==> src/rtl/uart_line_engine_pkg.sv <==
// Shared encodings for the UART line engine: FSM states, response modes and
// the control characters the line parser reacts to.
package uart_line_pkg;

  typedef enum logic [2:0] {
    ST_WAIT,
    ST_RECV,
    ST_DRAIN,
    ST_RESP,
    ST_TERM
  } state_e;

  typedef enum logic [1:0] {
    MODE_ECHO  = 2'd0,
    MODE_REV   = 2'd1,
    MODE_PAT   = 2'd2,
    MODE_ECHO3 = 2'd3
  } mode_e;

  localparam logic [7:0] CHAR_CR  = 8'h0D;
  localparam logic [7:0] CHAR_LF  = 8'h0A;
  localparam logic [7:0] CHAR_BS  = 8'h08;
  localparam logic [7:0] CHAR_DEL = 8'h7F;
  localparam logic [7:0] CHAR_SP  = 8'h20;

endpackage

==> src/rtl/uart_line_engine_if.sv <==
// Bundle between the line engine and its uart_rx/uart_tx neighbours plus status.
// master = the surrounding system, slave = the engine itself.
interface uart_line_engine_if #(
  parameter int DATA_W   = 8,
  parameter int LINE_MAX = 128
);
  localparam int LW = $clog2(LINE_MAX + 1);

  logic              rx_ready;
  logic [DATA_W-1:0] rx_data;
  logic              tx_busy;
  logic              tx_start;
  logic [DATA_W-1:0] tx_data;
  logic [1:0]        mode;
  logic              line_done;
  logic [LW-1:0]     line_len;
  logic              overflow;
  logic              rx_lost;

  modport master (
    output rx_ready, rx_data, tx_busy, mode,
    input  tx_start, tx_data, line_done, line_len, overflow, rx_lost
  );

  modport slave (
    input  rx_ready, rx_data, tx_busy, mode,
    output tx_start, tx_data, line_done, line_len, overflow, rx_lost
  );

endinterface

==> src/rtl/uart_line_engine_ram.sv <==
// Line buffer: single-port synchronous RAM with write enable and a registered
// read port (one cycle read latency).
module line_ram #(
  parameter int DATA_W = 8,
  parameter int DEPTH  = 128,
  parameter int AW     = (DEPTH > 1) ? $clog2(DEPTH) : 1
) (
  input  logic              clk,
  input  logic              we,
  input  logic [AW-1:0]     addr,
  input  logic [DATA_W-1:0] wdata,
  output logic [DATA_W-1:0] rdata
);

  logic [DATA_W-1:0] mem [DEPTH];

  always_ff @(posedge clk) begin
    if (we) begin
      mem[addr] <= wdata;
    end
    rdata <= mem[addr];
  end

endmodule

==> src/rtl/uart_line_engine.sv <==
// Line-oriented UART front end: echoes and buffers a line, then answers with an
// echoed, reversed or generated line followed by CR LF. Define UART_LINE_EDIT_EN for backspace editing.
module uart_line_engine
  import uart_line_pkg::*;
#(
  parameter int DATA_W      = 8,
  parameter int LINE_MAX    = 128,
  parameter int PAT_LEN     = 28,
  parameter int PAT_BASE    = 64,
  parameter int STARTUP_CYC = 32768
) (
  input  logic               clk,
  input  logic               rst_n,
  uart_line_engine_if.slave  bus
);

  localparam int AW = (LINE_MAX > 1) ? $clog2(LINE_MAX) : 1;
  localparam int LW = $clog2(LINE_MAX + 1);
  localparam int PW = $clog2(PAT_LEN + 2);
  localparam int RW = (LW > PW) ? LW : PW;
  localparam int CW = $clog2(STARTUP_CYC + 1);

  state_e            state_q, state_d;
  logic [CW-1:0]     cnt_q, cnt_d;
  logic [LW-1:0]     len_q, len_d;
  logic [1:0]        echo_cnt_q, echo_cnt_d;
  logic [DATA_W-1:0] echo_data_q, echo_data_d;
  logic              tx_start_q, tx_start_d;
  logic [DATA_W-1:0] tx_data_q, tx_data_d;
  logic              start_d_q;
  logic [1:0]        mode_q, mode_d;
  logic [RW-1:0]     resp_len_q, resp_len_d;
  logic [RW-1:0]     idx_q, idx_d;
  logic              prefetch_q, prefetch_d;
  logic              term_lf_q, term_lf_d;
  logic              line_done_q, line_done_d;
  logic [LW-1:0]     line_len_q, line_len_d;
  logic              overflow_q, overflow_d;
  logic              rx_lost_q, rx_lost_d;
`ifdef UART_LINE_EDIT_EN
  logic              echo_bs_q, echo_bs_d;
`endif

  logic              slot_free;
  logic              rx_is_eol;
  logic [DATA_W-1:0] echo_char;
  logic [RW-1:0]     resp_len_sel;
  logic              ram_we;
  logic [AW-1:0]     ram_addr;
  logic [DATA_W-1:0] ram_rdata;

  line_ram #(
    .DATA_W (DATA_W),
    .DEPTH  (LINE_MAX),
    .AW     (AW)
  ) u_ram (
    .clk   (clk),
    .we    (ram_we),
    .addr  (ram_addr),
    .wdata (bus.rx_data),
    .rdata (ram_rdata)
  );

  always_comb begin
    state_d      = state_q;
    cnt_d        = cnt_q;
    len_d        = len_q;
    echo_cnt_d   = echo_cnt_q;
    echo_data_d  = echo_data_q;
    tx_start_d   = 1'b0;
    tx_data_d    = tx_data_q;
    mode_d       = mode_q;
    resp_len_d   = resp_len_q;
    idx_d        = idx_q;
    prefetch_d   = prefetch_q;
    term_lf_d    = term_lf_q;
    line_done_d  = 1'b0;
    line_len_d   = line_len_q;
    overflow_d   = overflow_q;
    rx_lost_d    = rx_lost_q;
    ram_we       = 1'b0;
    resp_len_sel = RW'(len_q);
`ifdef UART_LINE_EDIT_EN
    echo_bs_d    = echo_bs_q;
    echo_char    = !echo_bs_q ? echo_data_q :
                   (echo_cnt_q == 2'd2) ? DATA_W'(CHAR_SP) : DATA_W'(CHAR_BS);
`else
    echo_char    = echo_data_q;
`endif

    slot_free = !bus.tx_busy && !tx_start_q && !start_d_q;
    rx_is_eol = (bus.rx_data == DATA_W'(CHAR_CR)) || (bus.rx_data == DATA_W'(CHAR_LF));

    // The RAM port is shared: RESP reads (possibly mirrored), everything else writes at len.
    if (state_q == ST_RESP) begin
      if (mode_q == MODE_REV) begin
        ram_addr = AW'(len_q - LW'(1) - LW'(idx_q));
      end else begin
        ram_addr = AW'(idx_q);
      end
    end else begin
      ram_addr = len_q[AW-1:0];
    end

    // tx_data is only meaningful alongside tx_start; it parks at zero once the slot is idle.
    if (slot_free) begin
      tx_data_d = '0;
    end

    if ((state_q == ST_RECV || state_q == ST_DRAIN) && echo_cnt_q != 2'd0 && slot_free) begin
      tx_start_d = 1'b1;
      tx_data_d  = echo_char;
      echo_cnt_d = echo_cnt_q - 2'd1;
    end

    case (state_q)
      ST_WAIT: begin
        cnt_d = cnt_q + CW'(1);
        if (32'(cnt_q) + 32'd1 >= 32'(STARTUP_CYC)) begin
          cnt_d      = '0;
          state_d    = ST_RECV;
          overflow_d = 1'b0;
          rx_lost_d  = 1'b0;
        end
      end

      ST_RECV: begin
        if (bus.rx_ready) begin
          if (rx_is_eol) begin
            if (len_q != '0) begin
              state_d = ST_DRAIN;
            end
`ifdef UART_LINE_EDIT_EN
          end else if (bus.rx_data == DATA_W'(CHAR_BS) || bus.rx_data == DATA_W'(CHAR_DEL)) begin
            if (len_q != '0) begin
              len_d = len_q - LW'(1);
              if (echo_cnt_q == 2'd0) begin
                echo_cnt_d = 2'd3;
                echo_bs_d  = 1'b1;
              end
            end
`endif
          end else if (len_q < LW'(LINE_MAX)) begin
            ram_we = 1'b1;
            len_d  = len_q + LW'(1);
            // A byte arriving while an echo is still owed is stored but not echoed.
            if (echo_cnt_q == 2'd0) begin
              echo_cnt_d  = 2'd1;
              echo_data_d = bus.rx_data;
`ifdef UART_LINE_EDIT_EN
              echo_bs_d   = 1'b0;
`endif
            end
          end else begin
            overflow_d = 1'b1;
          end
        end
      end

      ST_DRAIN: begin
        if (echo_cnt_q == 2'd0 && slot_free) begin
          if (bus.mode == MODE_PAT) begin
            resp_len_sel = RW'(PAT_LEN);
          end
          mode_d     = bus.mode;
          resp_len_d = resp_len_sel;
          idx_d      = '0;
          prefetch_d = 1'b0;
          term_lf_d  = 1'b0;
          state_d    = (resp_len_sel == '0) ? ST_TERM : ST_RESP;
        end
      end

      ST_RESP: begin
        // prefetch_q marks that ram_rdata already holds the character for idx_q.
        prefetch_d = 1'b1;
        if (slot_free && (mode_q == MODE_PAT || prefetch_q)) begin
          tx_start_d = 1'b1;
          tx_data_d  = (mode_q == MODE_PAT) ? DATA_W'(PAT_BASE) + DATA_W'(idx_q) : ram_rdata;
          prefetch_d = 1'b0;
          if (idx_q == resp_len_q - RW'(1)) begin
            state_d   = ST_TERM;
            term_lf_d = 1'b0;
          end else begin
            idx_d = idx_q + RW'(1);
          end
        end
      end

      ST_TERM: begin
        if (slot_free) begin
          tx_start_d = 1'b1;
          if (!term_lf_q) begin
            tx_data_d = DATA_W'(CHAR_CR);
            term_lf_d = 1'b1;
          end else begin
            tx_data_d   = DATA_W'(CHAR_LF);
            line_done_d = 1'b1;
            line_len_d  = len_q;
            len_d       = '0;
            state_d     = ST_RECV;
            overflow_d  = 1'b0;
            rx_lost_d   = 1'b0;
          end
        end
      end

      default: state_d = ST_WAIT;
    endcase

    if (bus.rx_ready && state_q != ST_RECV) begin
      rx_lost_d = 1'b1;
    end
  end

  always_ff @(posedge clk or negedge rst_n) begin
    if (!rst_n) begin
      state_q     <= ST_WAIT;
      cnt_q       <= '0;
      len_q       <= '0;
      echo_cnt_q  <= '0;
      echo_data_q <= '0;
      tx_start_q  <= 1'b0;
      tx_data_q   <= '0;
      start_d_q   <= 1'b0;
      mode_q      <= '0;
      resp_len_q  <= '0;
      idx_q       <= '0;
      prefetch_q  <= 1'b0;
      term_lf_q   <= 1'b0;
      line_done_q <= 1'b0;
      line_len_q  <= '0;
      overflow_q  <= 1'b0;
      rx_lost_q   <= 1'b0;
`ifdef UART_LINE_EDIT_EN
      echo_bs_q   <= 1'b0;
`endif
    end else begin
      state_q     <= state_d;
      cnt_q       <= cnt_d;
      len_q       <= len_d;
      echo_cnt_q  <= echo_cnt_d;
      echo_data_q <= echo_data_d;
      tx_start_q  <= tx_start_d;
      tx_data_q   <= tx_data_d;
      start_d_q   <= tx_start_q;
      mode_q      <= mode_d;
      resp_len_q  <= resp_len_d;
      idx_q       <= idx_d;
      prefetch_q  <= prefetch_d;
      term_lf_q   <= term_lf_d;
      line_done_q <= line_done_d;
      line_len_q  <= line_len_d;
      overflow_q  <= overflow_d;
      rx_lost_q   <= rx_lost_d;
`ifdef UART_LINE_EDIT_EN
      echo_bs_q   <= echo_bs_d;
`endif
    end
  end

  assign bus.tx_start  = tx_start_q;
  assign bus.tx_data   = tx_data_q;
  assign bus.line_done = line_done_q;
  assign bus.line_len  = line_len_q;
  assign bus.overflow  = overflow_q;
  assign bus.rx_lost   = rx_lost_q;

endmodule
==> src/flat_wrapper.sv <==
// flat-port wrapper written by rule: the top's interface ports become plain ports
module uart_line_engine_flat import uart_line_pkg::*;
#(
  parameter int DATA_W      = 8,
  parameter int LINE_MAX    = 128,
  parameter int PAT_LEN     = 28,
  parameter int PAT_BASE    = 64,
  parameter int STARTUP_CYC = 32768
)
  (clk, rst_n, bus_rx_ready, bus_rx_data, bus_tx_busy, bus_mode, bus_tx_start, bus_tx_data, bus_line_done, bus_line_len, bus_overflow, bus_rx_lost);
  uart_line_engine_if #(.DATA_W(DATA_W), .LINE_MAX(LINE_MAX)) bus_i ();
  input  logic clk;
  input  logic rst_n;
  input wire logic [$bits(bus_i.rx_ready)-1:0] bus_rx_ready;
  input wire logic [$bits(bus_i.rx_data)-1:0] bus_rx_data;
  input wire logic [$bits(bus_i.tx_busy)-1:0] bus_tx_busy;
  input wire logic [$bits(bus_i.mode)-1:0] bus_mode;
  output wire logic [$bits(bus_i.tx_start)-1:0] bus_tx_start;
  output wire logic [$bits(bus_i.tx_data)-1:0] bus_tx_data;
  output wire logic [$bits(bus_i.line_done)-1:0] bus_line_done;
  output wire logic [$bits(bus_i.line_len)-1:0] bus_line_len;
  output wire logic [$bits(bus_i.overflow)-1:0] bus_overflow;
  output wire logic [$bits(bus_i.rx_lost)-1:0] bus_rx_lost;
  assign bus_i.rx_ready = bus_rx_ready;
  assign bus_i.rx_data = bus_rx_data;
  assign bus_i.tx_busy = bus_tx_busy;
  assign bus_i.mode = bus_mode;
  assign bus_tx_start = bus_i.tx_start;
  assign bus_tx_data = bus_i.tx_data;
  assign bus_line_done = bus_i.line_done;
  assign bus_line_len = bus_i.line_len;
  assign bus_overflow = bus_i.overflow;
  assign bus_rx_lost = bus_i.rx_lost;
  uart_line_engine #(.DATA_W(DATA_W), .LINE_MAX(LINE_MAX), .PAT_LEN(PAT_LEN), .PAT_BASE(PAT_BASE), .STARTUP_CYC(STARTUP_CYC)) u_core (.clk(clk), .rst_n(rst_n), .bus(bus_i));
endmodule
==> config.mk <==
export PLATFORM = sky130hd
export DESIGN_NAME = uart_line_engine_flat
export DESIGN_NICKNAME = d
export VERILOG_FILES = /design/src/rtl/uart_line_engine_pkg.sv /design/src/rtl/uart_line_engine_if.sv /design/src/rtl/uart_line_engine_ram.sv /design/src/rtl/uart_line_engine.sv /design/src/flat_wrapper.sv
export SDC_FILE = /design/constraint.sdc
export NUM_CORES = 1
export LEC_CHECK = 0
export ABC_AREA = 1
export CORE_UTILIZATION = 45
export DETAILED_ROUTE_END_ITERATION = 8
export DONT_BUFFER_PORTS = 1
export GPL_ROUTABILITY_DRIVEN = 0
export PLACE_DENSITY_LB_ADDON = 0.15
export SYNTH_ARGS = -nofsm -noshare
export SYNTH_HDL_FRONTEND = slang
export SYNTH_SLANG_ARGS = --single-unit
==> constraint.sdc <==
create_clock -name clk -period 4.45 [get_ports clk]
set_clock_uncertainty 0.15 [all_clocks]
set_input_delay 0.2225 -clock clk [delete_from_list [all_inputs] [get_ports clk]]
set_output_delay 0.2225 -clock clk [all_outputs]
set_load 0.05 [all_outputs]
==> metrics.csv, run 1 <==
stage,metric,value,unit
floorplanning,number_of_placement_rows,118,
logic_synthesis,synth_enable_flop_cells,1024,
clock_tree,worstSkewPairLatency,0.70,ns
routing,drt-pass1-iter-count,6,
clock_tree,tritoncts_clock_tree,yes,
logic_synthesis,seq_area_frac_synth,69.9,%
sta,setup_viol_count_final,0,
worst_setup_path,timing.critical_path.from_type,register,
power_and_ir_drop,share_seq_of_total_power,34.1,%
logic_synthesis,synth.lib_cells_used.distinct,50,
grt,grt_util_all_layers,24.3,%
routing,drt-initial-drc-count,2975,
cells_and_area,finish.utilization,52.1,%
power_and_ir_drop,power_switching_share,39.7,%
grt,antenna_violations_before_repair,1,
worst_setup_path,path_buf_inv,3,
worst_setup_path,crit_chain,inv_1 -> ha_1 -> inv_1 -> fa_1 -> nand2_1 -> nand3_1 -> nand2_1 -> nor2_4 -> buf_12 -> nand2_1 -> nand2_1 -> o21ai_1 -> nand2_1 -> nor2_1 -> nor2_1 -> nor2_1 -> nand2_1,
sta,worst_hold_slack,0.0466,ns
placement,port_buffers,0,
power_and_ir_drop,p_int,0.0213,W
sta,timing.fmax,0.256,GHz
worst_setup_path,worstPathArrival,4.39,ns
logic_synthesis,synth.top_cell.area_share,65.4,%
worst_setup_path,critPathRequiredTime,4.93,ns
routing,post_drt_via_cell_ratio,5.17,
power_and_ir_drop,combinationalPowerShare,36.6,%
logic_synthesis,synth.top_cells.by_count,"sky130_fd_sc_hd__nand2_1, sky130_fd_sc_hd__edfxtp_1, sky130_fd_sc_hd__nor2_1, sky130_fd_sc_hd__buf_2, sky130_fd_sc_hd__o21ai_1",
sta,tightest_slew,0.844,ns
worst_setup_path,crit_slowest_cell,sky130_fd_sc_hd__nor2_4,
clock_tree,cts_resized,0,
cells_and_area,final-seq-area,32900,µm²
sta,slew_viol_final,0,
logic_synthesis,netlist_area_pre_place,47000,µm²
sta,fin_crit,3.90,ns
routing,drcViolationCount,0,
floorplanning,floorplan.die_area,106000,µm²
clock_tree,depth_of_the_cts_h_tree,3,
clock_tree,cts_max_path_buffers,3,
clock_tree,cts-buffers-inserted,115,
outcome,outcome,"finished, final reports clean",
sta,post-route-period-util,87.7,%
power_and_ir_drop,vdd.ir_drop.worst,0.585,mV
worst_setup_path,critPathKind,reg -> reg,
sta,timing.final.ws_setup,0.546,ns
logic_synthesis,synth.net_count,4552,
floorplanning,io_pins,34,
grt,gr-total-overflow,0,
floorplanning,die_h,325,µm
routing,detail-route-antenna-nets,0,
worst_setup_path,critical_path_s_most_frequent_cell,sky130_fd_sc_hd__nand2_1,
logic_synthesis,most_common_cell_in_the_netlist,sky130_fd_sc_hd__nand2_1,
routing,drt-wirelength-per-cell,20.9,µm
clock_tree,cts.sinks,1110,
run,timing.max_cap.violations,0,
power_and_ir_drop,netSwitchingPower,0.0140,W
sta,rsz0062_at_grt,no,
logic_synthesis,number_of_synthesized_register_bits,1110,
logic_synthesis,ys_top_cells_by_area,"sky130_fd_sc_hd__edfxtp_1, sky130_fd_sc_hd__nand2_1, sky130_fd_sc_hd__dfrtp_1",
grt,first_pass_grt_wire_length,194,mm
power_and_ir_drop,clock_power_share,29.3,%
hold_path,worst_hold_path_type,in -> async,
logic_synthesis,yosys_most_used_dff,sky130_fd_sc_hd__edfxtp_1,
logic_synthesis,syn_area_per_cell,10.4,µm²
cells_and_area,flow.area_growth_from_synthesis,14.7,%
placement,dpl_worst_slack,0.631,ns
clock_tree,cts_post_setup_buffers_inserted,0,
cells_and_area,post_route_cells_drive_above_1_share,9.06,%
cells_and_area,final.fill_count,9111,
logic_synthesis,yosysTopAreaCell,sky130_fd_sc_hd__edfxtp_1,
sta,hold_viol,0,
grt,grt_pass1_vias,31178,
cells_and_area,fin_cells,6151,
grt,largest_net_degree_at_the_start_of_global_routing,131,
routing,via_count,31771,
logic_synthesis,synth_async_sr_flop_share,7.03,%
worst_setup_path,cp-end-kind,register,
power_and_ir_drop,leakage,21.7,nW
power_and_ir_drop,powerDensity,655,nW/µm²
floorplanning,floorplan.initialDensity,45.4,%
logic_synthesis,syn-instance-count,4525,
worst_setup_path,cp_max_fo,58,
worst_setup_path,critical_path.max_stage_delay,0.62,ns
sta,setup_total_negative_slack,0,ns
clock_tree,post_cts_hold_buffer_count,23,
sta,max-slew-margin-rel,43.6,%
placement,place_hpwl,73.1,mm
clock_tree,cts_root_buffer,sky130_fd_sc_hd__clkbuf_16,
routing,wl,128,mm
clock_tree,clk_pin_slew_worst_paths,0.06,ns
worst_setup_path,worst_path_dominant_cell_family,simple AND/OR/NAND/NOR gates,
placement,place_inst,5911,
floorplanning,chipWidth,325,µm
cells_and_area,finish.net_count,4698,
logic_synthesis,yosys_warnings,0,
cells_and_area,multi_input_comb_area,12700,µm²
floorplanning,core_area,103000,µm²
-- power by group through the flow --
stage               clock network [W]  logic, W  registers [W]
global route                   0.0109    0.0143         0.0120
CTS                            0.0105    0.0129         0.0120
floorplan                           0   0.00848         0.0121
global placement                    0    0.0127         0.0122
finish                         0.0104    0.0129         0.0120
detailed placement                  0    0.0126         0.0122
-- metal layers --
metal  GRT usage (%)  up-vias  share of wire, %
li1                -    15240                 -
met1            34.6    15277                44
met2            38.5     1020                46
met3            3.46      234               5.9
met4            8.15        0               3.4
met5               0        -                 0
-- through the flow --
stage                     total power, W  instance area (µm²)
after floorplan                   0.0206                47000
after global placement            0.0249                49400
after detailed placement          0.0248                49400
after CTS                         0.0355                53900
after global routing              0.0373                53900
final                             0.0353                53900
-- cell families (layout without fill, tap and decap cells) --
logic type | count (synthesis) | after routing | share of synthesized area (%)
muxes | 3 | 3 | 0.0692
buffers and inverters | 291 | 536 | 3.02
xor gates and xnor gates | 32 | 32 | 0.597
other | 0 | 1 | 0
DFF | 1110 | 1110 | 69.9
and+or+nand+nor | 2886 | 2886 | 23.8
adders and majority gates | 13 | 13 | 0.362
AOI/OAI and AO/OA | 190 | 190 | 2.21
-- state kept, by name (all words and copies together) (netlist names), 2 cells and up --
register and cells:
u_core.echo_cnt_q 2, u_core.bus.line_len 8, u_core.cnt_q 16, u_core.resp_len_q 8, u_core.mode_q 2, u_core.u_ram.mem 1024
u_core.echo_char 8, u_core.idx_q 8, u_core.state_q 3, u_core.u_ram.rdata 8, u_core.bus.tx_data 8, u_core.len_q 8
-- path summary, 6_finish.rpt --
check	slack, ns	depth (start not counted)	to	startpoint
setup reg to reg	0.55	17	u_core.u_ram.rdata[2]$_DFF_P_	u_core.idx_q[0]$_DFFE_PN0P_
hold reg to reg	0.36	1	u_core.cnt_q[0]$_DFFE_PN0N_	u_core.cnt_q[0]$_DFFE_PN0N_
hold / removal	0.05	3	u_core.cnt_q[3]$_DFFE_PN0N_	rst_n
max in group asynchronous	3.78	3	u_core.bus.line_len[2]$_DFFE_PN0P_	rst_n
min in group clk	0.08	7	u_core.state_q[2]$_DFFE_PN0P_	bus_rx_data[1]
setup / recovery	0.55	17	u_core.u_ram.rdata[2]$_DFF_P_	u_core.idx_q[0]$_DFFE_PN0P_
-- worst min-delay path: cells and delay by family --
family | cells | cell delay [ns]
buffers and inverters | 3 | 1.08
-- final cells by class --
cell class,count,area share (%)
Antenna cell,1,0.00464
Clock buffer,138,5.75
Clock inverter,78,1.83
Inverter,88,0.613
Multi-Input combinational cell,3124,23.6
Sequential cell,1110,61.0
Tap cell,1380,3.20
Timing Repair Buffer,232,3.99
-- cells in the final DEF (no fill, tap or decap), drive strengths merged, types with 3 or more instances in the layout --
cell	synthesis	layout
o22ai	6	6
dlygate4sd3	0	13
clkbuf	28	138
clkinv	3	52
ha	12	12
buf	175	219
nor2	275	275
a21oi	20	20
xnor2	6	6
nand2	2460	2460
edfxtp	1024	1024
o21ai	144	144
nor3	13	13
nand3	73	73
inv	85	88
nand4	58	58
dfxtp	8	8
clkinvlp	0	3
dfrtp	78	78
o211ai	7	7
nand3b	3	3
xor2	26	26
a31oi	4	4
bufinv	0	23
Note: power is estimated with default switching activity, not from simulation.
==> run 2: changes to the inputs <==
--- a/config.mk
+++ b/config.mk
@@ -10,7 +10,9 @@
 export DETAILED_ROUTE_END_ITERATION = 8
 export DONT_BUFFER_PORTS = 1
 export GPL_ROUTABILITY_DRIVEN = 0
-export PLACE_DENSITY_LB_ADDON = 0.15
+export PLACE_DENSITY = 0.58
+export RECOVER_POWER = 50
+export SETUP_SLACK_MARGIN = 0.02
 export SYNTH_ARGS = -nofsm -noshare
 export SYNTH_HDL_FRONTEND = slang
 export SYNTH_SLANG_ARGS = --single-unit
==> run 2 against run 1 <==
Net effect: the run now ends with max-capacitance violations, max-slew violations left; die area unchanged; critical endpoint is now u_core.u_ram.mem[30][0]$_DFFE_PP_; cell area down 1.0%; critical path type is now in -> reg; worst hold slack better by 0.046 ns; cell count down 0.24%.
==> metrics.csv, run 2 (synthesis results as in run 1) <==
stage,metric,value,unit,change
outcome,outcome,"finished, violations left",,
outcome,violations,"max-capacitance violations, max-slew violations",,
worst_setup_path,reg2reg_from,u_core.idx_q[0]$_DFFE_PN0P_,,
cells_and_area,top_regs,"u_core.u_ram.mem (1024), u_core.cnt_q (16)",,
worst_setup_path,cp_max_fo,129,,+120%
power_and_ir_drop,leakage,21.4,nW,-1.5%
grt,grtUsageMet3,2.88,%,-0.57 points
clock_tree,depth_of_the_cts_h_tree,3,,unchanged
cells_and_area,post_route_cells_drive_above_1_share,8.39,%,-0.67 points
hold_path,min_delay_path_depth,3,,
cells_and_area,layout_common_cells,"sky130_fd_sc_hd__nand2_1, sky130_fd_sc_hd__edfxtp_1, sky130_fd_sc_hd__nor2_1",,
power_and_ir_drop,powerDensity,648,nW/µm²,-1.1%
cells_and_area,largest_reg_flops,1024,,unchanged
grt,globalRoute.busiestLayer,met2,,
worst_setup_path,critPathKind,in -> reg,,
grt,gr-usage-met2,38.9,%,+0.46 points
grt,antenna_violations_before_repair,0,,-1
placement,placed_cell_area,49200,µm²,-0.32%
grt,met1_usage,34.3,%,-0.35 points
routing,drcViolationCount,0,,unchanged
clock_tree,cts.sinks,1110,,unchanged
sta,slew_viol_final,599,,+599
hold_path,hp-start,bus_rx_ready,,
clock_tree,cts_resized,0,,unchanged
worst_setup_path,rr_worst_depth,17,,unchanged
sta,setup_viol_count_final,0,,unchanged
routing,wl,128,mm,-0.28%
clock_tree,cts-buffers-inserted,116,,+0.87%
worst_setup_path,timing.critical_path.from_type,input pin,,
clock_tree,cts_root_buffer,sky130_fd_sc_hd__clkbuf_16,,
floorplanning,floorplan.initialDensity,45.4,%,unchanged
placement,dpl_worst_slack,0.484,ns,-0.147 ns
floorplanning,io_pins,34,,unchanged
floorplanning,chipWidth,325,µm,unchanged
sta,post-route-period-util,92.9,%,+5.1 points
routing,via_count,31647,,-0.39%
grt,first_pass_grt_wire_length,192,mm,-1.3%
sta,fin_crit,4.13,ns,+0.229 ns
placement,place_hpwl,71.9,mm,-1.5%
floorplanning,die_h,325,µm,unchanged
sta,setup_total_negative_slack,0,ns,unchanged
worst_setup_path,worstPathArrival,3.93,ns,-0.46 ns
grt,grt_pass1_vias,30761,,-1.3%
floorplanning,floorplan.die_area,106000,µm²,unchanged
grt,largest_net_degree_at_the_start_of_global_routing,143,,+9.2%
sta,max-slew-margin-rel,-151,%,-200 points
worst_setup_path,r2r_end,u_core.u_ram.mem[38][7]$_DFFE_PP_,,
clock_tree,worstSkewPairLatency,0.72,ns,+0.02 ns
sta,hold_viol,0,,unchanged
sta,tightest_slew,3.77,ns,+2.93 ns
power_and_ir_drop,fin_total_pwr,0.0346,W,-2.1%
cells_and_area,layout.cells.most_common,sky130_fd_sc_hd__nand2_1,,
sta,rsz0062_at_grt,no,,
cells_and_area,final_area,53400,µm²,-1.0%
sta,worst_hold_slack,0.0922,ns,+0.0456 ns
grt,grt_util_all_layers,24.1,%,-0.23 points
worst_setup_path,critPathRequiredTime,4.25,ns,-0.68 ns
worst_setup_path,cp-end-kind,register,,
floorplanning,core_area,103000,µm²,unchanged
hold_path,worst_hold_path_type,in -> reg,,
worst_setup_path,crit_slowest_cell,sky130_fd_sc_hd__clkbuf_2,,
routing,drt-pass1-iter-count,5,,-1
clock_tree,clk_pin_slew_worst_paths,0.07,ns,about the same
sta,timing.final.ws_setup,0.317,ns,-0.229 ns
clock_tree,tritoncts_clock_tree,yes,,
run,timing.max_cap.violations,5,,+5
cells_and_area,finish.net_count,4681,,-0.36%
worst_setup_path,crit_chain,dlygate4sd3_1 -> clkbuf_2,,
floorplanning,number_of_placement_rows,118,,unchanged
grt,gr-total-overflow,0,,unchanged
routing,drt-wirelength-per-cell,20.9,µm,about the same
routing,post_drt_via_cell_ratio,5.16,,-0.15%
worst_setup_path,path_buf_inv,2,,-1
worst_setup_path,critical_path.max_stage_delay,2.67,ns,+2.05 ns
hold_path,hold_end,u_core.bus.rx_lost$_DFFE_PN0P_,,
placement,port_buffers,0,,unchanged
worst_setup_path,worst_path_dominant_cell_family,buffers and inverters,,
routing,drt-initial-drc-count,3060,,+2.9%
clock_tree,cts_max_path_buffers,3,,unchanged
routing,detail-route-antenna-nets,0,,unchanged
power_and_ir_drop,vdd.ir_drop.worst,0.479,mV,-18%
cells_and_area,largest-register,u_core.u_ram.mem,,
worst_setup_path,r2r_setup_slack,0.42,ns,-0.13 ns
sta,timing.fmax,0.242,GHz,-5.5%
cells_and_area,flow.area_growth_from_synthesis,13.6,%,
run 2: cell count changes in the layout (fill, tap and decap cells not counted), moves of 3 or more:
cell	change
sky130_fd_sc_hd__buf_16	-6
sky130_fd_sc_hd__buf_4	-16
sky130_fd_sc_hd__bufinv_16	-9
sky130_fd_sc_hd__clkbuf_1	+11
sky130_fd_sc_hd__clkbuf_16	-3
sky130_fd_sc_hd__clkbuf_2	+4
sky130_fd_sc_hd__clkinv_1	+5
sky130_fd_sc_hd__clkinv_2	-8
sky130_fd_sc_hd__clkinvlp_4	+7
run 2: repair_timing:
action / in CTS / in global routing
buffers inserted: 0 / 0
hold buffers: 23 / 0
endpoints found under the hold margin: 1136 / 0
run 2: worst max path at each step:
stage                                startpoint                                  to  slack, ns  depth (start not counted)
finish                           bus_rx_data[0]   u_core.u_ram.mem[30][0]$_DFFE_PP_       0.32                          2
global route        u_core.idx_q[0]$_DFFE_PN0P_   u_core.u_ram.mem[28][4]$_DFFE_PP_       0.16                         17
CTS                 u_core.idx_q[0]$_DFFE_PN0P_   u_core.u_ram.mem[38][5]$_DFFE_PP_       0.47                         17
detailed placement  u_core.idx_q[0]$_DFFE_PN0P_   u_core.u_ram.mem[38][1]$_DFFE_PP_       0.48                         17
global placement    u_core.idx_q[0]$_DFFE_PN0P_   u_core.u_ram.mem[38][1]$_DFFE_PP_       0.49                         17
floorplan           u_core.idx_q[0]$_DFFE_PN0P_  u_core.u_ram.mem[104][0]$_DFFE_PP_       1.18                         16
run 2: layer usage:
layer  up-vias  share of wire (%)
met2      1056                 47
met1     15218                 44
met4         0                2.4
li1      15186                  -
met5         -                  0
met3       187                6.4
run 2: worst reg2reg max path, delay by kind of cell (launching register included):
family / cells / cell delay (ns)
AO/OA/AOI/OAI: 1 / 0.10
adder cells (fa/ha/maj): 2 / 0.61
buffers and inverters: 5 / 0.62
flip-flops: 1 / 0.43
AND/OR/NAND/NOR: 9 / 1.78
run 2: stage by stage:
step / utilization, % / std cells
after global placement: 47.6 / 5893
after detailed placement: 47.6 / 5893
after CTS: 51.7 / 6135
final: 51.6 / 6136
after floorplan: - / 4525
after global routing: 51.6 / 6135
run 2: where the power goes:
part,internal (W),switching [W],leakage (nW)
clock,0.00566,0.00408,1.83
sequential,0.0116,0.000413,10.2
combinational,0.00336,0.00942,9.30
total,0.0207,0.0139,21.4
run 2: final cells by class:
| cell class | count | area (µm²) |
|---|---|---|
| diodes | 1 | 2.50 |
| flip-flops and latches | 1110 | 32900 |
| inverters | 88 | 330 |
| repair buffers | 214 | 1860 |
| clock buffers | 144 | 3040 |
| multi-input cells | 3124 | 12700 |
| well taps | 1380 | 1730 |
| fillers | 9211 | 50100 |
| clock inverters | 75 | 798 |
